--- src/rtl/ctl_cmd_sequencer.sv ---
// ctl_cmd_sequencer
//
// Command sequencer feeding the `controller` block. Commands ({mode, count})
// are queued in a small FIFO. Load commands (mode[3:0] == 4'h2) serialise a
// 32-bit payload stream one bit per cycle. Every other mode is held for
// `count` cycles.
//
// Optional build macro: CTL_SEQ_GAP_EN
//   When defined, one idle (mode 0) GAP cycle separates consecutive commands,
//   and `done` pulses in that cycle. When undefined, commands run back-to-back.
//
// Ports
//   clk, reset      clock, asynchronous active-low reset
//   enable          global run; low freezes all state
//   cmd_valid/ready command FIFO write handshake (cmd_mode, cmd_count)
//   bit_valid/ready payload word handshake (bit_word, LSB first)
//   ctl_enable      registered copy of enable
//   ctl_mode        mode word driven to controller (0 when idle or stalled)
//   ctl_in_data     serial payload bit, always 0 or 1
//   busy            FSM active or commands pending
//   done            one-cycle pulse per completed command
//
// FSM states
//   state  | meaning
//   IDLE   | no command active; pops FIFO head when present
//   LOAD   | serialising payload bits, stalls when no bit is available
//   RUN    | holding mode for the programmed number of cycles
//   GAP    | one mode-0 cycle between commands (CTL_SEQ_GAP_EN builds only)

module ctl_cmd_sequencer #(
    parameter int CMD_DEPTH = 4,
    parameter int CNT_W     = 16
) (
    input  logic               clk,
    input  logic               reset,
    input  logic               enable,
    input  logic               cmd_valid,
    output logic               cmd_ready,
    input  logic [31:0]        cmd_mode,
    input  logic [CNT_W-1:0]   cmd_count,
    input  logic               bit_valid,
    output logic               bit_ready,
    input  logic [31:0]        bit_word,
    output logic               ctl_enable,
    output logic [31:0]        ctl_mode,
    output logic signed [31:0] ctl_in_data,
    output logic               busy,
    output logic               done
);

    localparam int          AW        = $clog2(CMD_DEPTH);
    localparam logic [AW:0] FIFO_FULL = (AW+1)'(CMD_DEPTH);

    typedef enum logic [1:0] {
        S_IDLE = 2'd0,
        S_LOAD = 2'd1,
        S_RUN  = 2'd2,
        S_GAP  = 2'd3
    } state_t;

    state_t state;
    state_t state_nxt;

    // Command FIFO
    logic [31:0]      fifo_mode  [CMD_DEPTH];
    logic [CNT_W-1:0] fifo_count [CMD_DEPTH];
    logic [AW-1:0]    wr_ptr;
    logic [AW-1:0]    rd_ptr;
    logic [AW:0]      fifo_used;
    logic [AW:0]      fifo_used_nxt;
    logic             fifo_empty;
    logic             fifo_full;
    logic [31:0]      head_mode;
    logic [CNT_W-1:0] head_count;
    logic             head_zero;

    // Active command and payload
    logic [31:0]      mode_r;
    logic [CNT_W-1:0] cnt;
    logic [31:0]      shreg;
    logic [5:0]       bits_left;
    logic             fin;

    logic push;
    logic pop;
    logic in_load;
    logic load_emit;
    logic emit;
    logic emit_bit;
    logic finishing;
    logic bit_take;

    assign fifo_empty = (fifo_used == '0);
    assign fifo_full  = (fifo_used == FIFO_FULL);
    assign head_mode  = fifo_mode[rd_ptr];
    assign head_count = fifo_count[rd_ptr];
    assign head_zero  = (head_count == '0);

    // Both ready signals are gated by reset so they read 0 while reset is held.
    assign cmd_ready = reset & enable & ~fifo_full;
    assign push      = cmd_valid & cmd_ready;

    assign in_load   = (state == S_LOAD);
    // A LOAD cycle is active when a bit is buffered or a fresh word arrives now.
    assign load_emit = in_load & ((bits_left != 6'd0) | bit_valid);
    assign emit      = load_emit | (state == S_RUN);
    assign finishing = emit & (cnt == CNT_W'(1));
    assign emit_bit  = (bits_left != 6'd0) ? shreg[0] : bit_word[0];

    // In LOAD the last buffered bit is always consumed, so a new word can be
    // taken in the same cycle for gap-free streaming. Elsewhere only preload
    // into an empty register.
    assign bit_ready = reset & enable &
                       ((bits_left == 6'd0) | (in_load & (bits_left == 6'd1)));
    assign bit_take  = bit_valid & bit_ready;

`ifdef CTL_SEQ_GAP_EN
    assign pop = enable & ~fifo_empty & ((state == S_IDLE) | (state == S_GAP));
`else
    // Back-to-back: the next head is popped on the final active cycle. A
    // zero-count head is left for IDLE to discard.
    assign pop = enable & ~fifo_empty & ((state == S_IDLE) | (finishing & ~head_zero));
`endif

    always_comb begin
        state_nxt = state;
        if (finishing) begin
`ifdef CTL_SEQ_GAP_EN
            state_nxt = fifo_empty ? S_IDLE : S_GAP;
`else
            state_nxt = S_IDLE;
`endif
        end else if (state == S_GAP) begin
            state_nxt = S_IDLE;
        end
        if (pop) begin
            if (head_zero) begin
                state_nxt = S_IDLE;
            end else if (head_mode[3:0] == 4'h2) begin
                state_nxt = S_LOAD;
            end else begin
                state_nxt = S_RUN;
            end
        end
    end

    always_comb begin
        fifo_used_nxt = fifo_used;
        if (push & ~pop) begin
            fifo_used_nxt = fifo_used + (AW+1)'(1);
        end else if (pop & ~push) begin
            fifo_used_nxt = fifo_used - (AW+1)'(1);
        end
    end

    always_ff @(posedge clk) begin
        if (push) begin
            fifo_mode[wr_ptr]  <= cmd_mode;
            fifo_count[wr_ptr] <= cmd_count;
        end
    end

    always_ff @(posedge clk or negedge reset) begin
        if (!reset) begin
            wr_ptr    <= '0;
            rd_ptr    <= '0;
            fifo_used <= '0;
        end else begin
            if (push) begin
                wr_ptr <= wr_ptr + AW'(1);
            end
            if (pop) begin
                rd_ptr <= rd_ptr + AW'(1);
            end
            fifo_used <= fifo_used_nxt;
        end
    end

    always_ff @(posedge clk or negedge reset) begin
        if (!reset) begin
            state       <= S_IDLE;
            mode_r      <= '0;
            cnt         <= '0;
            shreg       <= '0;
            bits_left   <= '0;
            fin         <= 1'b0;
            ctl_enable  <= 1'b0;
            ctl_mode    <= '0;
            ctl_in_data <= '0;
            busy        <= 1'b0;
            done        <= 1'b0;
        end else begin
            ctl_enable <= enable;
            if (!enable) begin
                ctl_mode    <= '0;
                ctl_in_data <= '0;
                done        <= 1'b0;
            end else begin
                state <= state_nxt;
                busy  <= (state_nxt != S_IDLE) | (fifo_used_nxt != '0);
                // fin marks the final active cycle; done follows one cycle later.
                fin   <= finishing;
                done  <= fin | (pop & head_zero);

                ctl_mode    <= emit ? mode_r : 32'h0;
                ctl_in_data <= (load_emit & emit_bit) ? 32'sd1 : 32'sd0;

                if (emit) begin
                    cnt <= cnt - CNT_W'(1);
                end
                if (pop) begin
                    cnt    <= head_count;
                    mode_r <= head_mode;
                end

                if (load_emit & (bits_left != 6'd0)) begin
                    shreg     <= {1'b0, shreg[31:1]};
                    bits_left <= bits_left - 6'd1;
                end
                if (bit_take) begin
                    if (in_load & (bits_left == 6'd0)) begin
                        // bit 0 goes straight out this cycle
                        shreg     <= {1'b0, bit_word[31:1]};
                        bits_left <= 6'd31;
                    end else begin
                        shreg     <= bit_word;
                        bits_left <= 6'd32;
                    end
                end
                // A load that ends mid-word drops the leftover bits. A complete
                // word taken on the final cycle is kept for the next command.
                if (finishing & in_load & ~(bit_take & (bits_left != 6'd0))) begin
                    bits_left <= '0;
                end
            end
        end
    end

endmodule
--- config.mk ---
export PLATFORM = sky130hd
export DESIGN_NAME = ctl_cmd_sequencer
export DESIGN_NICKNAME = d
export VERILOG_FILES = /design/src/rtl/ctl_cmd_sequencer.sv
export SDC_FILE = /design/constraint.sdc
export NUM_CORES = 1
export LEC_CHECK = 0
export ABC_CLOCK_PERIOD_IN_PS = 3100
export CAP_MARGIN = 20
export CORE_UTILIZATION = 50
export CTS_CLUSTER_SIZE = 24
export DETAILED_ROUTE_END_ITERATION = 16
export GPL_TIMING_DRIVEN = 1
export HOLD_SLACK_MARGIN = 0.06
export PLACE_DENSITY = 0.71
export SLEW_MARGIN = 10
export SYNTH_ARGS = -nofsm -noshare
export SYNTH_HDL_FRONTEND = slang
export SYNTH_SLANG_ARGS = --single-unit
--- constraint.sdc ---
create_clock -name clk -period 3.1 [get_ports clk]
set_input_delay 0.62 -clock clk [delete_from_list [all_inputs] [get_ports clk]]
set_output_delay 0.62 -clock clk [all_outputs]
set_load 0.01 [all_outputs]
* After elaboration in Yosys (flattened, before gate mapping)
Memories as Yosys holds them, arrays and structs flattened.
Cells that the tools add are included.
W data, S select, Z words.
** Operators by class
- Mux-type cells :: 24
- Add/sub/neg operators :: 6
- Eq/ne operators :: 7
- Bitwise gates (word level) :: 32
- Reduce and logical (&&, ||, !) cells :: 14
** Operator list (number)
- $mux W32 :: 5
- $mux W16 :: 2
- $mux W6 :: 4
- $and A1 B1 Y1 :: 20
- $eq A16 B1 Y1 const B :: 1
- $logic_not A16 Y1 :: 1
- $sub A16 B1 Y16 const B :: 1
- $mux W2 :: 5
- $reduce_and A2 Y1 :: 4
- $eq A6 B1 Y1 const B :: 1
- $logic_not A6 Y1 :: 1
- $mux W1 :: 6
- $mux W3 :: 2
- $not A1 Y1 :: 6
- $or A1 B1 Y1 :: 6
- $reduce_bool A2 Y1 :: 3
- $reduce_bool A3 Y1 :: 2
- $reduce_bool A6 Y1 :: 1
- $sub A6 B1 Y6 const B :: 1
- $add A2 B1 Y2 const B :: 2
- $eq A2 B2 Y1 const B :: 2
- $eq A4 B2 Y1 const B :: 1
- $add A3 B1 Y3 const B :: 1
- $eq A3 B3 Y1 const B :: 1
- other kinds (4) :: 4
** Word-level totals
- Logic and storage cells :: 99
- Bits in writable memories :: 192
- Memories kept :: 2
- Bits of input ports :: 85
- Register bits after elaboration :: 163
- Output and inout bits :: 69
** Memory list
- fifo_mode :: words 4, width 32, read ports 1, clocked after Yosys merged registers in 0, wr ports 1, RTL line 65 : logic [31:0] fifo_mode [CMD_DEPTH];
- fifo_count :: words 4, width 16, read ports 1, clocked after Yosys merged registers in 0, wr ports 1, RTL line 66 : logic [CNT_W-1:0] fifo_count [CMD_DEPTH];

* Longest topological paths before layout
Gate-level depths: netlist of the first run.
- Depth after elaboration :: 13
- Depth in mapped cells :: 11
- Mapped depth without buffers :: 9

* Least setup slack after synthesis of the first run
No wires, ideal clock.
- Path type :: register to register
- Start point :: register rd_ptr[0]
- End point :: register busy
- Required time :: 2971 ps
- Setup time :: 129 ps
- Arrival :: 2676 ps
- Stages on the path, launching flop included :: 11
- Period minus slack after synthesis :: 2805 ps
- Slack :: 295 ps
- Buffers on the path :: 3
- Cell sequence :: dfrtp_1 -> buf_2 -> buf_2 -> mux4_2 -> nor4_1 -> nand4_1 -> a31o_1 -> buf_6 -> xnor2_1 -> or2_2 -> o41a_1
** On the way
- Cells in the longest elaborated chain, start to end :: 11
- Elaborated cells between the ends (all ways) :: 19
- Classes of those cells :: eq/ne (1); mux (5); bitwise (8); reduce/logical (3); memory (2)
** Ends and longest elaborated chain
- start, declared :: RTL line 68 : logic [AW-1:0] rd_ptr;
- start signal, assigned :: RTL line 173 : rd_ptr <= rd_ptr + AW'(1);
- $mem_v2 Z4 W16 (*)
- $logic_not A16 Y1 (*) :: RTL line 97 : assign head_zero = (head_count == '0);
- $not A1 Y1 (*) :: RTL line 122 : assign pop = enable & ~fifo_empty & ((state == S_IDLE) | (finishing & ~head_zero));
- $and A1 B1 Y1 (*) :: RTL line 122
- $or A1 B1 Y1 (*) :: RTL line 122
- $and A1 B1 Y1 (*) :: RTL line 122
- $and A1 B1 Y1 or $not A1 Y1 (tied branches) :: RTL line 151, 149
- $mux W3 or $and A1 B1 Y1 (tied branches) :: RTL line 151, 149
- $mux W3 (*) :: RTL line 149 : if (push & ~pop) begin
- via fifo_used_nxt[0] :: RTL line 70 : logic [AW:0] fifo_used_nxt;
- $reduce_bool A3 Y1 (*) :: RTL line 200 : busy <= (state_nxt != S_IDLE) | (fifo_used_nxt != '0);
- $or A1 B1 Y1 (*) :: RTL line 200
- end signal, assigned :: RTL line 200
- end, declared :: RTL line 47 : output logic busy,
Mark *: on every way through the listed nets, which the timed path passes. The rest lies on a longest branch.
A chain may end at the register's enable or synchronous reset.

* Worst setup path in the final report of the first run
Same ends and word-level chain as after synthesis.

==> results_dict.tcl, run 1 <==
set metrics [dict create \
    outcome "complete, no violations" \
    synth-simple-area-share 0.07020 \
    ys_ff_latch 324 \
    grt_antenna_before_repair 1 \
    post-dp-hpwl_mm 15.35 \
    whs_ps 198.4 \
    die_width_microns 165.0 \
    syn2layout_area_growth_pct 21.05 \
    clock-root-buffer "clkbuf_16" \
    die_y_microns 165.0 \
    final_common_cell "edfxtp_1" \
    layout.nets 1111 \
    path_cells "buf_12 -> mux4_2 -> nor4_2 -> nand4_1 -> buf_4 -> a31o_4 -> xnor2_1 -> or2_2 -> o41a_1" \
    worstReg2RegEnd "busy$_DFFE_PN0P_" \
    port_buffers 122 \
    htree_levels 1 \
    slew_headroom 0.3491 \
    max_stage_delay_ps 560 \
    maxCapViolCount 0 \
    syn_area_sq_mm 0.01328 \
    path_delay_family "simple AND/OR/NAND/NOR gates" \
    yosys_warnings 0 \
    fmax_mhz 339.2 \
    cp_slowest_cell "mux4_2" \
    clock_sinks 324 \
    core_sq_mm 0.02606 \
    min_period_ps 2948 \
    postSynthCellCount 869 \
    timing.critical_path.fanout_max 18 \
    first_pass_iters 5 \
    ir_worst_vdd_mv 0.7162 \
    fin_skew_ps 9.344 \
    synth_compound_area_frac 0.05164 \
    drc_errors 0 \
    place_ws_ps 94.82 \
    synth_edf_count 192 \
    fin_crit_sh 0.9509 \
    worstSkewPairLatency_ps 570 \
    via_count 7297 \
    grt_pass1_wl_mm 39.14 \
    gp_congestion 0.8272 \
    num_rows 59 \
    finalHoldViolCount 0 \
    hold_class "in2async" \
    drt.antenna.violating_nets 0 \
    power_density_mw_per_mm2 840.7 \
    multiInputGateArea_sq_mm 0.003915 \
    grt_max_degree 77 \
    gr-total-overflow 0 \
    fin_tns_setup_ps 0 \
    viasPerCell 5.307 \
    worst-path-buf-inv 2 \
    stdcell_count 1375 \
    ys_types 54 \
    crit_cells 9 \
    cellLeakagePower_nw 6.209 \
    grtUsageTotal 0.1876 \
    synthArstFlopShare 0.4074 \
    cts_tree "done" \
    rrSetupSlack_ps 150 \
    register_area_sq_mm 0.009074 \
    clock_path_buffers 3 \
    start_kind "flop" \
    start_util 0.5095 \
    dp.cells 1315 \
    synth_top_area_cell "edfxtp_1" \
    yosys-top-cells-area "edfxtp_1 (43%), dfrtp_1 (25%), mux4_2 (8.1%)" \
    synth_top_area_frac 0.4342 \
    setup_viol 0 \
    synth_xor_xnor_area_share 0.01385 \
    slew_violations 0 \
    rr_startpoint "rd_ptr[0]$_DFFE_PN0P_" \
    dieArea_sq_mm 0.02721 \
    n_fill_cell 1885 \
    layout_common_cells "edfxtp_1 (192), dfrtp_1 (130), clkdlybuf4s50_1 (120)" \
    synth_ff_type "edfxtp_1" \
    synth_fa_ha_area_frac 0.01216 \
    routed_wl_mm 24.51 \
    worstMarginPinSlew_ps 976.3 \
    crit_path_end_kind "flop" \
    drt_iter0_drc 390 \
    reg2reg_depth 9 \
    setup_ws_ps 152.3 \
    cp_data_arrival_time_ps 3400 \
    cp-startpoint "rd_ptr[0]$_DFFE_PN0P_" \
    grt_pass1_vias 7366 \
    endpoint "busy$_DFFE_PN0P_" \
    ys_seq_area_frac 0.6830 \
    required_ps 3550 \
    avgSynthCellArea_sq_um 15.28 \
    cts_buffers 31 \
    drive_above_1_share 0.1771 \
    crit_type "reg2reg" \
    synth_top_family_by_area "multiplexers" \
    num_io_pins 154 \
    synthMuxAreaShare 0.1344 \
    cts.clk_slew.worst_paths_ps 60 \
    avgRoutedWirePerCell_microns 17.82 \
]
==> cell families (layout without fill, tap and decap cells) <==
logic type / count (synthesis) / count (layout)
mux: 114 / 114
fa+ha+maj: 13 / 13
compound gates: 121 / 121
xor+xnor: 21 / 21
simple gates: 190 / 190
other cells: 1 / 32
flops: 324 / 324
buf+inv: 85 / 225
==> flip-flops by register name (all words and copies together), names as in the netlist, 2 cells and up <==
name / count
mode_r: 32
fifo_used: 3
fifo_count: 64
cnt: 16
fifo_mode: 128
ctl_mode: 32
wr_ptr: 2
rd_ptr: 2
state: 2
shreg: 32
bits_left: 6
==> cell usage after synthesis (3+ instances only) <==
cell / count
a21o_1: 3
a21oi_1: 36
a22o_1: 5
and2_1: 37
and3_1: 5
buf_1: 4
buf_2: 6
buf_4: 31
clkbuf_1: 30
dfrtp_1: 132
edfxtp_1: 192
ha_1: 12
inv_1: 12
mux2_2: 34
mux2i_1: 32
mux4_2: 48
nand2_1: 70
nor2_1: 42
nor2b_1: 4
nor3_1: 4
nor4_1: 9
o21ai_0: 60
or3_1: 4
xnor2_1: 17
xor2_1: 4
==> power by group <==
| part | internal (W) | switching (W) |
|---|---|---|
| Combinational | 0.00193 | 0.00179 |
| Sequential | 0.00540 | 0.000485 |
| Clock | 0.00233 | 0.00157 |
==> per-stage QoR <==
step	util	instance area (sq um)	total power (W)
after global routing	0.6167	16070	0.01427
after global placement	0.5747	14980	0.009614
after floorplan	-	13390	0.008466
final	0.6168	16070	0.01351
after CTS	0.6157	16050	0.01364
after detailed placement	0.5747	14980	0.009691
==> worst min-delay path by stage <==
| stage | startpoint | to | slack, ps | depth (start not counted) |
|---|---|---|---|---|
| final | reset | bits_left[2]$_DFFE_PN0P_ | 200 | 2 |
| after detailed placement | mode_r[0]$_DFFE_PN0P_ | ctl_mode[0]$_DFF_PN0_ | 470 | 1 |
| after floorplan | reset | bits_left[0]$_DFFE_PN0P_ | 320 | 0 |
| after CTS | reset | bits_left[4]$_DFFE_PN0P_ | 220 | 2 |
| after global placement | mode_r[20]$_DFFE_PN0P_ | ctl_mode[20]$_DFF_PN0_ | 460 | 1 |
| after global routing | reset | bits_left[4]$_DFFE_PN0P_ | 260 | 2 |
==> layout make-up <==
type / instances / share of cell area
timing repair buffer: 155 / 0.09629
multi-input combinational: 490 / 0.2436
antenna: 1 / 0.0001557
inverter: 12 / 0.002802
sequential: 324 / 0.5645
clock inverter: 18 / 0.01432
clock buffer: 40 / 0.05223
tap: 335 / 0.02608
==> layer usage <==
metal	track usage	wire length, microns	vias to the layer above
met4	0.05129	469	0
li1	-	-	3442
met2	0.3060	11660	179
met1	0.2639	11170	3636
met5	0	0	-
met3	0.02938	1218	40
==> repair_timing <==
action,CTS,global route
resized for setup,0,3
setup buffers,0,1
endpoints found under the hold margin,0,0
hold buffers,0,0
setup endpoints to repair,0,2
Note: power is estimated with default switching activity, not from simulation.
==> run 2: changes to the inputs <==
--- a/config.mk
+++ b/config.mk
@@ -10,7 +10,6 @@
 export CORE_UTILIZATION = 50
 export CTS_CLUSTER_SIZE = 24
 export DETAILED_ROUTE_END_ITERATION = 16
-export GPL_TIMING_DRIVEN = 1
 export HOLD_SLACK_MARGIN = 0.06
 export PLACE_DENSITY = 0.71
 export SLEW_MARGIN = 10
==> results of run 2 <==
No change in the layout: final DEF, timing and power equal those of run 1.
==> run 3: changes to the inputs <==
--- a/config.mk
+++ b/config.mk
@@ -5,7 +5,7 @@
 export SDC_FILE = /design/constraint.sdc
 export NUM_CORES = 1
 export LEC_CHECK = 0
-export ABC_CLOCK_PERIOD_IN_PS = 3100
+export ABC_CLOCK_PERIOD_IN_PS = 3500
 export CAP_MARGIN = 20
 export CORE_UTILIZATION = 50
 export CTS_CLUSTER_SIZE = 24
==> constraint.sdc (replaced) <==
create_clock -name clk -period 3.5 [get_ports clk]
set_input_delay 0.35 -clock clk [delete_from_list [all_inputs] [get_ports clk]]
set_output_delay 0.35 -clock clk [all_outputs]
set_load 0.01 [all_outputs]
==> run 3 against run 2 <==
Compared with the run above:
- flip-flop and latch count did not move
- critical path depth fell by 1
- first-iteration DRC count rose by 5.6%
- clock-buffer cell count rose by 9
- global-route usage rose by 0.25 points
- via count rose by 0.25%
- critical path type unchanged
- largest power group unchanged
==> results_dict.tcl, run 3 (synthesis gave the netlist of run 1 again) <==
set metrics [dict create \
    crit_path_end_kind "flop" \
    cts.clk_slew.worst_paths_ps 60 \
    cp_data_arrival_time_ps 3740 \
    grt_antenna_before_repair 1 \
    setup_viol 0 \
    power_density_mw_per_mm2 747.2 \
    fmax_mhz 303.6 \
    reg2reg_depth 8 \
    port_buffers 122 \
    crit_cells 8 \
    outcome "complete, no violations" \
    cts_tree "done" \
    die_y_microns 165.0 \
    path_delay_family "compound AO/OA/AOI/OAI gates" \
    cts_resized 0 \
    hold_class "in2async" \
    cts_buffers 35 \
    fin_crit_sh 0.9412 \
    fin_skew_ps 14.97 \
    num_rows 59 \
    layout.nets 1107 \
    cellLeakagePower_nw 6.174 \
    gr-total-overflow 0 \
    grt_pass1_wl_mm 39.47 \
    die_width_microns 165.0 \
    htree_levels 2 \
    path_cells "mux4_2 -> nor4_1 -> nand4_1 -> a31o_4 -> buf_4 -> maj3_2 -> a22oi_1 -> o41a_1" \
    drc_errors 0 \
    avgRoutedWirePerCell_microns 18.11 \
    max_stage_delay_ps 640 \
    via_count 7315 \
    required_ps 3940 \
    rr_startpoint "rd_ptr[0]$_DFFE_PN0P_" \
    finalHoldViolCount 0 \
    clock_sinks 324 \
    cp_slowest_cell "dfrtp_4" \
    slew_headroom 0.5011 \
    drt_iter0_drc 412 \
    num_io_pins 154 \
    fin_tns_setup_ps 0 \
    clock_path_buffers 3 \
    first_pass_iters 4 \
    rsz0062_at_grt "false" \
    worst-path-buf-inv 1 \
    slew_violations 0 \
    drt.antenna.violating_nets 0 \
    timing.critical_path.fanout_max 22 \
    maxCapViolCount 0 \
    drive_above_1_share 0.1678 \
    largest_reg_flops 128 \
    largest_register "fifo_mode" \
    dieArea_sq_mm 0.02721 \
    min_period_ps 3294 \
    postCtsSetupRepairBufs 0 \
    post-dp-hpwl_mm 15.58 \
    ir_worst_vdd_mv 0.5195 \
    clock-root-buffer "clkbuf_16" \
    final_common_cell "edfxtp_1" \
    n_fill_cell 1926 \
    start_kind "flop" \
    start_util 0.5095 \
    syn2layout_area_growth_pct 21.07 \
    layout_common_cells "edfxtp_1 (192), dfrtp_1 (130), clkdlybuf4s50_1 (121)" \
    grt_max_degree 75 \
    whs_ps 469.9 \
    routed_wl_mm 24.87 \
    core_sq_mm 0.02606 \
    grt_pass1_vias 7570 \
    worstSkewPairLatency_ps 510 \
    viasPerCell 5.328 \
    grtUsageTotal 0.1901 \
    crit_type "reg2reg" \
    worstReg2RegEnd "busy$_DFFE_PN0P_" \
    rrSetupSlack_ps 210 \
    gp_congestion 0.7937 \
    top_regs "fifo_mode x128, fifo_count x64" \
    worstMarginPinSlew_ps 748.3 \
]
-- run 3: changes by cell type in the layout (fill, tap and decap cells not counted), moves of 3 or more --
cell       previous run  this run
buf_4                27        18
bufinv_16             5         2
clkbuf_16            31        36
clkbuf_8              3         6
clkinv_1              3         8
clkinv_2              8         3
-- run 3: metrics by stage --
stage	setup WS [ps]	util	power (W)	area, sq um	std cells
finish	205.9	0.6169	0.01201	16080	1373
global route	12.39	0.6168	0.01267	16070	1372
CTS	183.0	0.6157	0.01215	16050	1371
detailed placement	267.9	0.5716	0.008533	14900	1306
global placement	268.0	0.5716	0.008458	14900	1306
floorplan	695.1	-	0.007498	13390	899
-- run 3: worst max path at each step --
stage	from	to	slack [ps]
final	rd_ptr[0]$_DFFE_PN0P_	busy$_DFFE_PN0P_	210
after global routing	rd_ptr[0]$_DFFE_PN0P_	busy$_DFFE_PN0P_	10
after CTS	rd_ptr[0]$_DFFE_PN0P_	busy$_DFFE_PN0P_	180
after detailed placement	rd_ptr[0]$_DFFE_PN0P_	busy$_DFFE_PN0P_	270
after global placement	rd_ptr[0]$_DFFE_PN0P_	busy$_DFFE_PN0P_	270
after floorplan	rd_ptr[0]$_DFFE_PN0P_	busy$_DFFE_PN0P_	700
-- run 3: worst min-delay path: cells and delay by family --
family	cells	cell delay, ps
buffers and inverters	3	1020
-- run 3: final cells by class --
cell class,instances,area (sq um),area share
sequential,324,9074,0.5644
multi-input combinational,490,3900,0.2426
timing repair buffer,147,1495,0.09301
clock buffer,49,1010,0.06281
tap,335,419.2,0.02607
clock inverter,15,130.1,0.008095
inverter,12,45.04,0.002802
antenna,1,2.502,0.0001557
-- run 3: metal layers --
layer	vias to the layer above	wire length [microns]	GRT usage
met5	-	0	0
met4	0	398	0.05546
met3	36	1306	0.03440
met2	207	12220	0.3195
met1	3645	10950	0.2536
li1	3427	-	-
-- run 3: what timing repair did --
item                                    CTS  global route
hold endpoints to repair                 58             0
hold buffers                              1             0
endpoints found under the setup margin    0             0
-- run 3: where the power goes --
part	switching [W]	leakage, nW	internal, W
Sequential	0.000466	3.42	0.00479
Clock	0.00140	0.559	0.00216
Combinational	0.00152	2.19	0.00167
Total	0.00339	6.17	0.00862
